`src/rtl/mem_burst_master.sv`:
```
`default_nettype none
// ============================================================================
// Module   : mem_burst_master
// Purpose  : Burst initiator for the single-port word RAM. Accepts one
//            command at a time and either writes N words taken from the
//            write stream or reads N words into the read stream through a
//            2-entry buffer that absorbs downstream backpressure.
// Revision : 1.0 - initial release
// ============================================================================
module mem_burst_master #(
  parameter int DATA_WIDTH = 64,
  parameter int ADDR_WIDTH = 16,
  parameter int LEN_WIDTH  = 16
) (
  input  logic                  clk,
  input  logic                  rst_n,
  // command channel
  input  logic                  cmd_valid,
  output logic                  cmd_ready,
  input  logic                  cmd_write,
  input  logic [ADDR_WIDTH-1:0] cmd_addr,
  input  logic [LEN_WIDTH-1:0]  cmd_len,
  // write stream
  input  logic                  wr_valid,
  output logic                  wr_ready,
  input  logic [DATA_WIDTH-1:0] wr_data,
  // read stream
  output logic                  rd_valid,
  input  logic                  rd_ready,
  output logic [DATA_WIDTH-1:0] rd_data,
  output logic                  rd_last,
  // completion
  output logic                  done,
  // RAM side
  output logic                  mem_cs,
  output logic                  mem_web,
  output logic [ADDR_WIDTH-1:0] mem_addr,
  output logic [DATA_WIDTH-1:0] mem_d,
  input  logic [DATA_WIDTH-1:0] mem_q
);

  typedef enum logic [1:0] {
    S_IDLE  = 2'd0,
    S_WRITE = 2'd1,
    S_READ  = 2'd2,
    S_DONE  = 2'd3
  } state_t;

  localparam logic [ADDR_WIDTH-1:0] c_addr_one = ADDR_WIDTH'(1);
  localparam logic [LEN_WIDTH-1:0]  c_len_one  = LEN_WIDTH'(1);
  localparam logic [1:0]            c_buf_full = 2'd2;

  state_t                  r_state;
  state_t                  w_next_state;
  logic                    r_cmd_ready;
  logic [ADDR_WIDTH-1:0]   r_addr;
  logic [LEN_WIDTH-1:0]    r_remaining;   // words still to be written / popped
  logic [LEN_WIDTH-1:0]    r_issue_left;  // read words still to be fetched
  logic [DATA_WIDTH-1:0]   r_buf [0:1];
  logic                    r_rd_ptr;
  logic                    r_wr_ptr;
  logic [1:0]              r_count;

  logic                    w_accept;
  logic                    w_pop;
  logic                    w_issue;
  logic                    w_wr_beat;

  // r_cmd_ready is high only in IDLE, so it doubles as the accept qualifier
  assign w_accept  = cmd_valid && r_cmd_ready;
  assign w_pop     = (r_state == S_READ) && (r_count != 2'd0) && rd_ready;
  // a fetch may proceed into a full buffer only when a pop frees a slot
  assign w_issue   = (r_state == S_READ) && (r_issue_left != '0) &&
                     ((r_count != c_buf_full) || w_pop);
  assign w_wr_beat = (r_state == S_WRITE) && wr_valid;

  assign cmd_ready = r_cmd_ready;
  assign mem_addr  = r_addr;
  assign mem_d     = wr_data;
  assign rd_valid  = (r_count != 2'd0);
  assign rd_data   = r_buf[r_rd_ptr];
  // words leave in order, so the head is the final word when one remains
  assign rd_last   = rd_valid && (r_remaining == c_len_one);

  // State register; cmd_ready is registered so it stays low throughout reset
  always_ff @(posedge clk or negedge rst_n) begin
    if (!rst_n) begin
      r_state     <= S_IDLE;
      r_cmd_ready <= 1'b0;
    end else begin
      r_state     <= w_next_state;
      r_cmd_ready <= (w_next_state == S_IDLE);
    end
  end

  // Next-state decode and RAM / handshake strobes
  always_comb begin
    w_next_state = r_state;
    mem_cs       = 1'b0;
    mem_web      = 1'b1;
    wr_ready     = 1'b0;
    done         = 1'b0;
    case (r_state)
      S_IDLE: begin
        if (w_accept) begin
          if (cmd_len == '0)  w_next_state = S_DONE;
          else if (cmd_write) w_next_state = S_WRITE;
          else                w_next_state = S_READ;
        end
      end
      S_WRITE: begin
        wr_ready = 1'b1;
        mem_cs   = wr_valid;
        mem_web  = !wr_valid;
        if (wr_valid && (r_remaining == c_len_one)) w_next_state = S_DONE;
      end
      S_READ: begin
        mem_cs = w_issue;
        if (w_pop && (r_remaining == c_len_one)) w_next_state = S_DONE;
      end
      S_DONE: begin
        done         = 1'b1;
        w_next_state = S_IDLE;
      end
      default: w_next_state = S_IDLE;
    endcase
  end

  // Address and burst counters
  always_ff @(posedge clk or negedge rst_n) begin
    if (!rst_n) begin
      r_addr       <= '0;
      r_remaining  <= '0;
      r_issue_left <= '0;
    end else if (w_accept) begin
      r_addr       <= cmd_addr;
      r_remaining  <= cmd_len;
      r_issue_left <= cmd_len;
    end else if (w_wr_beat) begin
      r_addr      <= r_addr + c_addr_one;
      r_remaining <= r_remaining - c_len_one;
    end else begin
      if (w_issue) begin
        r_addr       <= r_addr + c_addr_one;
        r_issue_left <= r_issue_left - c_len_one;
      end
      if (w_pop) begin
        r_remaining <= r_remaining - c_len_one;
      end
    end
  end

  // Two-entry read buffer; mem_q is captured on the issue edge
  always_ff @(posedge clk or negedge rst_n) begin
    if (!rst_n) begin
      r_buf[0] <= '0;
      r_buf[1] <= '0;
      r_rd_ptr <= 1'b0;
      r_wr_ptr <= 1'b0;
      r_count  <= 2'd0;
    end else begin
      if (w_issue) begin
        r_buf[r_wr_ptr] <= mem_q;
        r_wr_ptr        <= ~r_wr_ptr;
      end
      if (w_pop) begin
        r_rd_ptr <= ~r_rd_ptr;
      end
      case ({w_issue, w_pop})
        2'b10:   r_count <= r_count + 2'd1;
        2'b01:   r_count <= r_count - 2'd1;
        default: r_count <= r_count;
      endcase
    end
  end

endmodule
`default_nettype wire

```
`config.mk`:
```
export PLATFORM = sky130hd
export DESIGN_NAME = mem_burst_master
export DESIGN_NICKNAME = d
export VERILOG_FILES = /design/src/rtl/mem_burst_master.sv
export SDC_FILE = /design/constraint.sdc
export NUM_CORES = 1
export LEC_CHECK = 0
export BUFFER_PORTS_ARGS = -buffer_cell sky130_fd_sc_hd__buf_2
export CAP_MARGIN = 15
export CORE_MARGIN = 2
export CORE_UTILIZATION = 51
export DETAILED_ROUTE_END_ITERATION = 10
export PLACE_DENSITY = 0.81
export SETUP_SLACK_MARGIN = 0.02
export SLEW_MARGIN = 20
export SYNTH_ARGS = -nofsm -noshare
export SYNTH_HDL_FRONTEND = slang
export SYNTH_SLANG_ARGS = --single-unit
```
`constraint.sdc`:
```
create_clock -name clk -period 2.85 [get_ports clk]
set_input_delay 0 -clock clk [delete_from_list [all_inputs] [get_ports clk]]
set_output_delay 0 -clock clk [all_outputs]
set_load 0.01 [all_outputs]
```
* Word level (Yosys, flattened, before mapping)
Cells that the tools add are included.
Storage, ports and cells: input port bits 166, register bits 183
Cells by class: reductions and logical operators 22, $add $sub $neg 5, eq/ne operators 8, muxes and demuxes 26, order comparisons 3, bitwise gates (word level) 4
Operators with widths (count):
- 64-bit two-way mux | 4
- 16-bit two-way mux | 9
- 128-bit bitwise mux | 1
- 64-bit demux with 1-bit select | 1
- 16-bit by 1-bit subtractor with 16-bit output, second input constant | 2
- 16-bit by 1-bit adder with 16-bit output, second input constant | 1
- 16-bit by 1-bit == test with 1-bit output, second input constant | 1
- 16-bit zero test | 1
- 16-bit nonzero test | 1
- 1-bit logical AND | 10
- 2-bit two-way mux | 5
- 2-bit case mux with 4 select lines | 1
- 2-bit == test, second input constant | 3
- 2-bit nonzero test | 3
- 3-bit nonzero test | 2
- 2-bit by 1-bit == test with 1-bit output, second input constant | 2
- 2-bit greater-or-equal comparator, second input constant | 2
- 2-bit zero test | 2
- 2-bit != test, second input constant | 2
- 1-bit NOT with 2-bit output | 2
- 2-bit case mux with 2 select lines | 1
- 1-bit two-way mux | 3
- 2-bit by 1-bit adder with 2-bit output, second input constant | 1
- 2-bit by 1-bit < comparator with 1-bit output, second input constant | 1
- other kinds (6) | 7

* Logic depth before layout (Yosys ltp)
Gate-level depths: netlist of the first run.
word-level depth 8, gate-level depth with buffers 10, gate-level depth less buffers 9

* Least setup slack after synthesis of the first run
No wires, ideal clock.
kind flip-flop to flip-flop, from reg r_issue_left[7], to reg r_buf[26] (netlist bit), path slack 0.357 ns, arrival 2.368 ns, period minus slack after synthesis 2.493 ns, cell stages (with the launch flop) 8, cell sequence dfrtp_1 > or4_4 > buf_6 > or4_4 > buf_6 > nand3_4 > buf_6 > mux2_2
On the way: cells in the longest elaborated chain, start to end 3
Ends and longest elaborated chain:
- start, declared | RTL line 58 | logic [LEN_WIDTH-1:0] r_issue_left;
- start signal, assigned | RTL line 138 | r_issue_left <= cmd_len;
- start signal, assigned | RTL line 145 | r_issue_left <= r_issue_left - c_len_one;
- 16-bit nonzero test | RTL line 73 | assign w_issue = (r_state == S_READ) && (r_issue_left != '0) &&
- 1-bit logical AND (2 in a row) | RTL line 73
- end signal, assigned by index | RTL line 163 | r_buf[r_wr_ptr] <= mem_q;
- end, declared | RTL line 59 | logic [DATA_WIDTH-1:0] r_buf [0:1];
No other way between the ends. A chain may end at the register's enable or synchronous reset.

* Worst setup path after layout of the first run
from reg r_issue_left[7], to out mem_cs
On the way: cells in the longest elaborated chain, start to end 4
Ends and longest elaborated chain:
- 16-bit nonzero test | RTL line 73
- 1-bit logical AND (2 in a row) | RTL line 73
- 1-bit case mux with 2 select lines | RTL line 103 | case (r_state)
- end, declared | RTL line 35 | output logic mem_cs,
No other way between the ends.

==> results of run 1 <==
-- per-stage QoR --
stage	instance area, um^2	total power, mW	util [%]	hold WS [ps]
2_1_floorplan	9569	9.436	-	-295.6
3_3_place_gp	10240	10.90	55.13	0.06862
3_5_place_dp	10240	11.14	55.13	0.06862
4_1_cts	11810	13.66	63.58	0.06862
5_1_grt	11820	14.55	63.62	0.01505
6_report	11820	13.71	63.62	0.002822
-- logic make-up (layout without fill, tap and decap cells) --
family / count (synthesis) / after routing
xor gates and xnor gates: 36 / 36
muxes: 196 / 196
buffers and inverters: 112 / 350
and+or+nand+nor: 145 / 145
AOI/OAI and AO/OA: 79 / 79
adders and majority gates: 9 / 9
DFF: 183 / 183
-- worst register-to-register path: cells and delay by family, from the launching register on --
family	cells	cell delay, ps
muxes	1	310
adders and majority gates	1	170
DFF	1	400
buffers and inverters	2	340
and+or+nand+nor	4	1310
-- power by group --
group	leakage [nW]	switching, mW	internal (mW)
logic	2.82	2.84	3.54
clock network	0.279	1.06	1.28
registers	2.12	1.05	3.94
-- worst max-delay path by stage --
stage                     slack (ps)         to             from  cells after the start
after floorplan                  360  r_buf[26]  r_issue_left[7]                      7
after global placement           240  r_buf[26]  r_issue_left[0]                      7
after detailed placement         210  r_buf[29]  r_issue_left[0]                      7
after CTS                        100     mem_cs  r_issue_left[7]                      7
after global routing              50     mem_cs  r_issue_left[7]                      7
final                            180     mem_cs  r_issue_left[7]                      7
-- synthesized netlist by cell type (3+ instances only) --
library cell / number / area (um^2)
buf_4: 64 / 480.5
nand2_1: 15 / 56.30
nor3_1: 10 / 50.05
nand4_1: 13 / 81.33
xor2_1: 10 / 87.58
o31ai_1: 5 / 37.54
nor4_1: 15 / 93.84
a21boi_0: 3 / 22.52
buf_12: 6 / 120.1
a21oi_1: 32 / 160.2
clkbuf_1: 21 / 78.83
mux2_2: 130 / 1464
xnor2_1: 26 / 227.7
or4_1: 5 / 37.54
dfrtp_1: 183 / 4579
ha_1: 9 / 112.6
mux2_1: 4 / 45.04
buf_6: 8 / 90.09
o21ai_0: 12 / 60.06
nor2_1: 40 / 150.1
inv_1: 12 / 45.04
and2_1: 5 / 31.28
or3_1: 14 / 87.58
mux2_4: 60 / 900.9
nand2b_1: 4 / 25.02
nand3_1: 8 / 40.04
a31oi_1: 11 / 68.82
-- cell type report --
class	count	share of cell area, %
clock buffer	20	3.863
tap	234	2.477
clock inverter	12	1.122
inverter	12	0.3810
timing repair buffer	306	18.11
sequential	183	38.75
multi-input combinational	465	35.30
-- what timing repair did --
item,CTS,global route
hold buffers,98,0
endpoints found under the setup margin,0,1
hold endpoints to repair,283,0
setup buffers,0,1
-- sequential cells by signal, summed over array words and instances (netlist names) --
name	flops
r_wr_ptr	1
r_buf	128
mem_addr	16
r_issue_left	16
r_count	2
r_remaining	16
cmd_ready	1
r_state	2
r_rd_ptr	1
-- layer usage --
layer  GRT usage [%]  vias up
li1                -     3108
met1           29.14     3333
met2           41.85      227
met3           5.197       40
met4           6.263        0
met5               0        -
==> flow_results.org, run 1 <==
** Final layout
- Commonest cells after routing, fill and taps aside :: buf_2, dfrtp_1, mux2_2
- Sequential cell area in the final layout :: ~0.0046 mm^2
- The repair_antennas step left the layout with diodes totalling 0.
- Multi-input combinational cell area :: between 0.004 and 0.005 mm^2
- The finished layout holds roughly 1200 standard cells, fillers aside.
- Layout Nets :: 1160
- In the final layout, the share of cells above drive strength 1 is between 40 and 50%.
- After filler insertion, the fill cell instance count of the layout stands at around 1300.
- Area growth syn-to-layout :: 23.54%
- Most common library cell in the layout ignoring fill and taps :: buf_2

** Setup path
- The critical path is of the flop to output pin type.
- Along the worst path, the maximum fanout reaches 7.
- Counting both buffers and inverters, the worst setup path holds a total of 3.
- Among cell families on the critical path, the largest total delay comes from simple AND/OR/NAND/NOR gates.
- The worst setup path is captured at an output pin.
- Highest-delay cell along the critical path :: or4_4
- Data arrival time of the critical path :: approximately 2700 ps
- Reg-to-reg startpoint :: r_issue_left[0]
- Crit Reg-Reg Endpoint :: r_buf[93]
- Startpoint class of the critical path :: flop
- Crit path required time :: ~2900 ps
- Worst reg2reg path depth :: 8
- Crit-path max cell delay :: ~560 ps
- In this run the register-to-register setup slack is around 200 ps.
- Cell chain of the critical path :: or4_4 -> buf_4 -> nor4_4 -> buf_4 -> o21ai_0 -> and2_1 -> buf_2
- Most numerous cell on the critical path :: buf_4

** Global routing
- Entering global routing, the biggest net connects about 110 pins.
- First-pass GRT wire length :: between 30000 and 40000 um
- Overall routing resource usage :: a little under a quarter
- Number of antenna violations at the first check in global routing :: 0
- Remaining global-route overflow :: 0
- The via count of the first global-routing pass was between 7000 and 8000.

** Timing
- Derived from the worst setup path, the maximum achievable clock frequency is about 0.38 GHz.
- Measured against its own limit, the worst slew margin works out to between 30 and 40%.
- For the pin with the worst max-slew slack, the measured transition is roughly 1000 ps.
- Minimum setup slack in the final design :: 184.3 ps
- Final critical path time including I/O delays and setup :: 2666 ps
- Largest clock skew in the final design :: 11.05 ps
- Setup repair after global routing left no endpoint under its margin.
- The number of slew-limit violations in the final report came to 0.
- Count of endpoints failing setup in the final report :: 0
- Number of hold violations in the final report :: 0
- Final clock period utilization by the worst path :: 93.53%
- In the final timing run, aggregate negative setup slack is 0 ps.

** Yosys
- Share of cell area taken by muxes after synthesis :: between 20% and 30%
- The synthesized netlist devotes between 3 and 4% of its cell area to XOR and XNOR gates.
- Synth Area per Inst :: 12.59 um^2
- Number of warnings issued by yosys :: 0
- The cell count after synthesis came out at 760.
- Fraction of registers with async set/reset :: 100.0%
- In this run the cell area of the synthesized design comes to approximately 0.0096 mm^2.
- The number of nets handed over by synthesis was ~940.
- After synthesis the netlist holds a flip-flop and latch count of about 180.
- Area share of fa/ha/maj cells after synthesis :: between 1 and 1.5%
- Counting flops with a built-in enable in the synthesized netlist gives 0.
- Summing the areas of all compound-gate instances in the mapped netlist gives between 5 and 6% of the synthesized area.
- Synth Area in Simple Gates :: around 8.7%
- Netlist cell types :: between 50 and 60
- Primary FF master, synth :: dfrtp_1
- By area, the combinational part of the netlist is dominated by multiplexers.
- Summing the sequential cell areas from Yosys gives between 40% and 50% of the chip area.

** Place
- Last weighted congestion value of the routability-driven placer :: approximately 0.86
- After detailed placement, the design holds a cell count of 1101.
- Once detailed placement completed, the half-perimeter wirelength came to 14250 um.
- The count of buffers added on input and output ports is about 190.
- DP Worst Slack :: between 200 and 250 ps

** Routing
- Detailed-routed wire length on met2 :: 11610 um
- Number of vias in the routed layout :: roughly 6700
- Post-detailed-routing wire length :: around 23000 um
- Average wire length per cell after detail routing :: 18.60 um
- Highest Signal Layer :: met4
- Before antenna repair, the detailed router went through 4 iterations.
- After the first detailed-routing iteration, the DRC count stood at between 200 and 300.
- In the detailed route, the total length drawn on met3 is roughly 1400 um.
- In the routed layout, each cell is associated on average with a via count of about 5.4.
- DRC violations left :: 0
- Antenna-violating nets left :: 0
- After detailed routing, the wire length on met1 is ~9500 um.

** CTS
- After clock tree synthesis, the clock-pin slew on the worst setup and hold paths is around 60 ps.
- Quantity of gates resized following cts :: 0
- CTS tree :: yes
- The tree built by TritonCTS fans out to ~180 sinks.
- In this run the number of H-tree levels came out at 4.
- Cell chosen for the clock root :: clkbuf_16
- Cts bufs inserted :: 17
- No sink is reached through more buffers than the 2 on the longest clock path.
- Clock latency on the worst-skew pair :: 420 ps

** Die
- Cell Rows :: 50
- The floorplan step set the die height to 141.0 um.
- Top Ports :: about 320
- Core region area :: 0.01858 mm^2
- Die area :: approximately 0.02 mm^2
- Width of the die :: around 140 um
- The initial utilization of the core area, before any placement, comes to 51.50%.

** Flow run
- Max-capacitance violation count :: 0

** Min path
- Number of cells on the worst hold path :: 0
- For hold timing, the worst endpoint is mem_d[49].
- Hold wc startpoint :: wr_data[49]
- The worst hold path belongs to the class input port to output pin.

** Power
- Reported leakage power :: 5.220 nW
- Peak supply drop :: approximately 0.50 mV
- Dividing total power by cell area gives a power density of 1160 mW/mm^2.

** Outcome
- Outcome :: completed
(Power assumes the default switching activity.)
==> run 2, diff against run 1 <==
- RECOVER_POWER: default -> 25
==> run 2 against run 1 <==
Net effect: the run now ends with capacitance limit, slew limit left; worst setup slack worse by 8.5 ps; fmax is 0.32% lower; total power decreased by 0.16%; die area unchanged; sequential cell count is the same; clock skew hardly changed; hold slack is the same; critical path depth stayed put; design area down 0.17%; register-to-register slack barely moved.
==> flow_results.org, run 2 (same netlist as run 1, synthesis figures left out) <==
** CTS
- The library cell used as clock root buffer is clkbuf_16 (unchanged).
- The clock sink count was 183 (unchanged).
- The number of gates given a new drive strength after cts was 0 (unchanged).
- Cts bufs inserted :: 17 (unchanged)
- Number of levels the H-tree was split into :: 4 (unchanged)
- The maximum buffer depth of the clock tree came to 2 (unchanged).
- The latest clock arrival within the worst-skew pair is 420 ps (about the same).
- Clock transition at the registers of the reported paths :: 60 ps (about the same)
- CTS tree :: yes (unchanged)

** Global routing
- The number of antenna violations at the first check in global routing came to 0 (unchanged).
- Fraction of met2 tracks used by global routing :: 41.85% (unchanged)
- The maximum number of pins on one net before global-route repair was 109 (unchanged).
- Vias in the first global route :: 7065 (unchanged)
- M3 GR Usage :: 5.197% (unchanged)
- Overall routing resource usage :: 23.55% (unchanged)
- The total congestion overflow is 0 (unchanged).
- First-pass GRT wire length :: 37170 um (unchanged)
- The met1 usage was 29.14% (unchanged).
- The global-route layer with the greatest usage was met2 (unchanged).

** Final layout
- The number of antenna diodes was 0 (unchanged).
- The register ranked first by flip-flop count is r_buf (unchanged).
- Final Instance Area :: 0.01180 mm^2 (was 0.01182 mm^2)
- Area growth syn-to-layout :: 23.33% (was 23.54%)
- Fraction of layout cells with a size suffix above 1 :: 43.29% (was 44.39%)
- The number of flip-flops in the largest register was 128 (unchanged).
- The most common cell after layout, fill and taps aside is dfrtp_1 (was buf_2).
- Commonest cells after routing, fill and taps aside: dfrtp_1, buf_2, mux2_2 (was buf_2, dfrtp_1, mux2_2).
- The number of nets at the end of the flow came to 1160 (unchanged).

** Timing
- RSZ-0062 raised after global routing :: no (unchanged)
- The actual transition at the worst max-transition pin is 2433 ps (was 1010 ps).
- Peak clock frequency supported by timing :: 0.3740 GHz (was 0.3751 GHz)
- The shortest period the worst path allows came to 2674 ps (was 2666 ps).
- The final sum of negative setup slack came to 0 ps (unchanged).
- The hold violation count in the final report is 0 (unchanged).
- Final Slew Violations :: 108 (was 0)
- The number of setup violations in the final report was 0 (unchanged).
- Relative slew slack :: -62.21% (was 32.66%)
- The worst clock skew came to 10.88 ps (was 11.05 ps).
- Final clock period utilization by the worst path :: 93.83% (was 93.53%)
- The setup slack of the critical path after layout was 175.8 ps (was 184.3 ps).

** Setup path
- CP Capture Type :: output pin (unchanged)
- The signal arrival time at the worst endpoint is 2670 ps (about the same).
- The maximum fanout count along the critical path was 7 (unchanged).
- The type of the worst setup path was flop to output pin (unchanged).
- Crit path required time :: 2850 ps (about the same)
- The nature of the critical path startpoint is a flop (unchanged).

** Outcome
- The final reports fail on capacitance limit, slew limit.
- Outcome: finished with violations (was completed).

** Power
- Peak supply drop :: 0.5030 mV (was 0.5036 mV)
- Power Dens Cells :: 1160 mW/mm^2 (about the same)
- The static leakage power is 5.194 nW (was 5.220 nW).
- Total power draw :: 13.69 mW (was 13.71 mW)

** Die
- The floorplan row count was 50 (unchanged).
- Width of the die :: 141.0 um (unchanged)
- The floorplan core area came to 0.01858 mm^2 (unchanged).
- Die area :: 0.01988 mm^2 (unchanged)
- The height of the chip is 141.0 um (unchanged).
- Top Ports :: 317 (unchanged)
- The starting density of the core was 51.50% (unchanged).

** Routing
- Post-detailed-routing wire length :: 22850 um (was 22910 um)
- DR pass1 iterations :: 4 (unchanged)
- The average detailed-routed wire length per instance came to 18.55 um (was 18.60 um).
- Number of vias in the routed layout :: 6664 (was 6708)
- Antenna-violating nets left :: 0 (unchanged)
- The DRC violation count after routing was 0 (unchanged).
- Number of vias per cell after detailed routing :: 5.409 (was 5.445)
- The first-iteration detailed-routing DRC count was 323 (was 277).

** Place
- The worst setup timing slack at the placement stage is 214.8 ps (unchanged).
- Total of buffers placed on input and output ports :: 188 (unchanged)
- Last weighted congestion value of the routability-driven placer :: 0.8572 (unchanged)
- The total half-perimeter wirelength after legalization and detailed placement came to 14250 um (unchanged).
- The post-placement cell area was 0.01024 mm^2 (unchanged).

** Flow run
- The number of max-cap violations was 1 (was 0).

** Min path
- Kind of path behind the tightest hold check :: input port to output pin (unchanged)
-- run 2: changes by cell type in the layout (fill, tap and decap cells not counted) --
cell / change
clkbuf_1: +11
buf_2: -10
buf_6: -1
-- run 2: path summary, 6_finish.rpt --
kind	cells after the start	startpoint	endpoint	slack (ps)
max	7	r_issue_left[7]	mem_cs	180
max in group asynchronous	2	rst_n	r_buf[55]	510
min reg2reg	1	r_buf[25]	r_buf[25]	490
min in group asynchronous	2	rst_n	r_buf[42]	860
max reg2reg	8	r_issue_left[0]	r_buf[93]	200
min	0	wr_data[49]	mem_d[49]	0.003
-- run 2: timing repair --
| action | CTS | global route |
|---|---|---|
| hold buffers | 98 | 0 |
| endpoints found under the setup margin | 0 | 1 |
| setup buffers | 0 | 1 |
| hold endpoints to repair | 283 | 0 |
-- run 2: stage by stage --
step,utilization (%),cells,hold WS (ps)
2_1_floorplan,-,760,-295.6
3_3_place_gp,55.13,1101,0.06862
3_5_place_dp,55.13,1101,0.06862
4_1_cts,63.58,1231,0.06862
5_1_grt,63.52,1232,0.01505
6_report,63.52,1232,0.002822
-- run 2: routing by layer --
layer | vias to the layer above | share of wire, % | routed length [um]
met1 | 3321 | 42 | 9489
met4 | 0 | 1.5 | 348
met5 | - | 0 | 0
met2 | 202 | 51 | 11770
met3 | 34 | 5.4 | 1245
li1 | 3107 | - | -
-- run 2: power by group --
group          leakage [nW]  internal (mW)  switching [mW]
clock network         0.279           1.28            1.06
registers              2.12           3.94            1.05
logic                  2.79           3.53            2.83
total                  5.19           8.75            4.94
-- run 2: worst max-delay path: stages (launching register included) --
cell     delay (ps)
dfrtp_1         420
or4_4           560
buf_4           180
nor4_4          350
buf_4           220
o21ai_0         160
and2_1          230
buf_2           140
-- run 2: cell type report --
class                      instances  area (um^2)
timing repair buffer             306         2121
clock inverter                    12        132.6
multi-input combinational        465         4173
sequential                       183         4581
fill                            1354         6779
tap                              234        292.8
inverter                          12        45.04
clock buffer                      20        456.7
==> run 3, diff against run 2 <==
- CORE_UTILIZATION: 51 -> 55
- PLACE_DENSITY: 0.81 -> 0.86
- clock period: 2.85 -> 3.1 ns (I/O delays scaled with it)
==> run 3 against run 2 <==
Net effect: the run still ends with capacitance limit, slew limit left; first-iteration DRC count fell by 5.9%; wire length hardly changed; global-route usage up 1.5 points; clock skew grew 4.2 ps; die area is 7.1% lower; largest power group unchanged.
==> flow_results.org, run 3 (same netlist as run 1, synthesis figures left out) <==
** Timing
- The number of slew-limit violations in the final report came to 36 (was 108).
- Relative slew slack :: -42.91% (was -62.21%)
- In the finished design, the share of the clock period the worst path needs comes to about nine tenths.
- Tightest Pin Transition :: 2144 ps (was 2433 ps)
- The final sum of negative setup slack was 0 ps (unchanged).
- Counting I/O delays and the setup requirement, the final critical path takes around 2700 ps.
- RSZ-0062 raised after global routing :: no (unchanged)
- The number of setup violations in the final report was 0 (unchanged).
- The hold violation count in the final report is 0 (unchanged).
- Peak clock frequency supported by timing :: between 0.3 and 0.4 GHz
- The worst clock skew was 15.04 ps (was 10.88 ps).

** Power
- Reported leakage power :: 5.203 nW (was 5.194 nW)
- Power Dens Cells :: 1071 mW/mm^2 (was 1160 mW/mm^2)
- The total power came to 12.62 mW (was 13.69 mW).
- Peak supply drop :: 0.5236 mV (was 0.5030 mV)

** Setup path
- Data arrival time of the critical path :: 3060 ps (was 2670 ps)
- CP Capture Type :: flop (was output pin)
- The maximum fanout count along the critical path is 40 (was 7).
- The type of the worst setup path was flop to flop (was flop to output pin).
- The depth of the most critical reg-to-reg path came to 8 (unchanged).
- Crit path required time :: 3410 ps (was 2850 ps)
- The nature of the critical path startpoint is a flop (unchanged).

** CTS
- CTS tree :: yes (unchanged)
- Number of levels the H-tree was split into :: 4 (unchanged)
- Cell chosen for the clock root :: clkbuf_16 (unchanged)
- The hold buffer count at cts is 98 (unchanged).
- Number of clock sinks seen by CTS :: 183 (unchanged)
- Clock transition at the registers of the reported paths :: 80 ps (was 60 ps)
- The post-CTS setup-driven buffer insertion count is 0 (unchanged).
- The latest clock arrival within the worst-skew pair came to 440 ps (was 420 ps).
- Cts bufs inserted :: 17 (unchanged)
- The maximum buffer depth of the clock tree came to 2 (unchanged).
- The number of gates given a new drive strength after cts is 0 (unchanged).

** Place
- The number of I/O port buffers was 188 (unchanged).
- Cell count after placement :: 1087 (was 1101)
- The routability congestion estimate came to 0.7590 (was 0.8572).
- The total half-perimeter wirelength after legalization and detailed placement was 13700 um (was 14250 um).

** Flow run
- The number of max-cap violations was 1 (unchanged).

** Routing
- The total detailed-routing wirelength was 22840 um (was 22850 um).
- The DRC violation count after routing came to 0 (unchanged).
- The count of nets left with antenna violations after detail routing came to 0 (unchanged).
- Number of DRC violations after detailed-routing iteration 0 :: 304 (was 323)
- The via density per instance is 5.534 (was 5.409).
- Number of vias in the routed layout :: 6746 (was 6664)
- Average wire length per cell after detail routing :: 18.74 um (was 18.55 um)
- The number of iterations in the first detailed-routing pass is 5 (was 4).

** Die
- Cell Rows :: 48 (was 50)
- The starting density of the core was 55.71% (was 51.50%).
- Die area :: 0.01847 mm^2 (was 0.01988 mm^2)
- The height of the chip was 135.9 um (was 141.0 um).
- The top-level I/O count is 317 (unchanged).
- The floorplan core area was 0.01718 mm^2 (was 0.01858 mm^2).
- Width of the die :: 135.9 um (was 141.0 um)

** Final layout
- Register with the most flip-flops :: r_buf (unchanged)
- The number of fill cells is 1152 (was 1354).
- The area growth from synthesis to layout came to 23.10% (was 23.33%).
- Most common library cell in the layout ignoring fill and taps :: buf_2 (was dfrtp_1)
- The area occupied by multi-input gates came to 0.004173 mm^2 (unchanged).
- Flip-flop count of the largest register after layout :: 128 (unchanged)
- Post-route non-filler standard cell count :: 1219 (was 1232)
- Fraction of layout cells with a size suffix above 1 :: 44.11% (was 43.29%)
- Commonest cells after routing, fill and taps aside :: buf_2, dfrtp_1, mux2_2 (was dfrtp_1, buf_2, mux2_2)
- Sequential cell area in the final layout :: 0.004581 mm^2 (unchanged)
- Layout Nets :: 1155 (was 1160)

** Global routing
- Vias in the first global route :: 7018 (was 7065)
- The maximum number of pins on one net before global-route repair was 108 (was 109).
- Remaining global-route overflow :: 0 (unchanged)
- First-pass GRT wire length :: 36190 um (was 37170 um)
- Number of antenna violations at the first check in global routing :: 0 (unchanged)
- The total routing resource utilization after global routing was 25.09% (was 23.55%).

** Min path
- The type of the tightest min-delay check was input port to output pin (unchanged).
- The number of stages on the worst hold path came to 0 (unchanged).

** Outcome
- Outcome :: finished with violations (unchanged)
- Violated checks: capacitance limit, slew limit (unchanged).
[run 3: worst paths after layout]
check	startpoint	end	slack [ps]
min	wr_data[60]	mem_d[60]	0.004
min reg2reg	r_buf[24]	r_buf[24]	490
max	r_issue_left[0]	r_buf[118]	350
min in group asynchronous	rst_n	r_buf[66]	730
max in group asynchronous	rst_n	r_buf[30]	970
max reg2reg	r_issue_left[0]	r_buf[118]	350
[run 3: worst max-delay path: stages (launching register included)]
cell     delay [ps]
dfrtp_1         380
inv_1            50
ha_1            210
or3b_2          250
or4_4           220
nand2_8          80
nor2_8          760
buf_12          320
mux2_4          320
[run 3: metrics by stage]
stage	worst slack, ps	hold slack (ps)	area [um^2]	utilization, %
finish	352.2	0.003919	11780	68.58
CTS	354.5	0.06862	11760	68.45
floorplan	607.4	-295.6	9569	-
global route	214.3	0.01505	11780	68.57
detailed placement	365.4	0.06862	10180	59.28
global placement	405.1	0.06862	10180	59.28
[run 3: area by class of cell]
| class | count | area share [%] |
|---|---|---|
| Tap cell | 225 | 2.390 |
| Clock buffer | 18 | 3.728 |
| Inverter | 12 | 0.3824 |
| Multi-Input combinational cell | 465 | 35.42 |
| Antenna cell | 1 | 0.02124 |
| Clock inverter | 14 | 1.317 |
| Timing Repair Buffer | 301 | 17.85 |
| Sequential cell | 183 | 38.88 |
[run 3: power by group]
group / internal (mW) / switching [mW] / leakage, nW
sequential: 3.63 / 0.907 / 2.12
combinational: 3.23 / 2.68 / 2.79
clock: 1.11 / 1.07 / 0.292
total: 7.96 / 4.65 / 5.20
[run 3: metal layers]
metal / part of all wire [%] / routed length, um / GRT usage, % / vias up
met4: 2.1 / 478 / 8.738 / 0
met2: 50 / 11430 / 42.54 / 258
met3: 6.7 / 1536 / 6.749 / 55
met5: 0 / 0 / 0 / -
li1: - / - / - / 3104
met1: 41 / 9397 / 31.03 / 3329
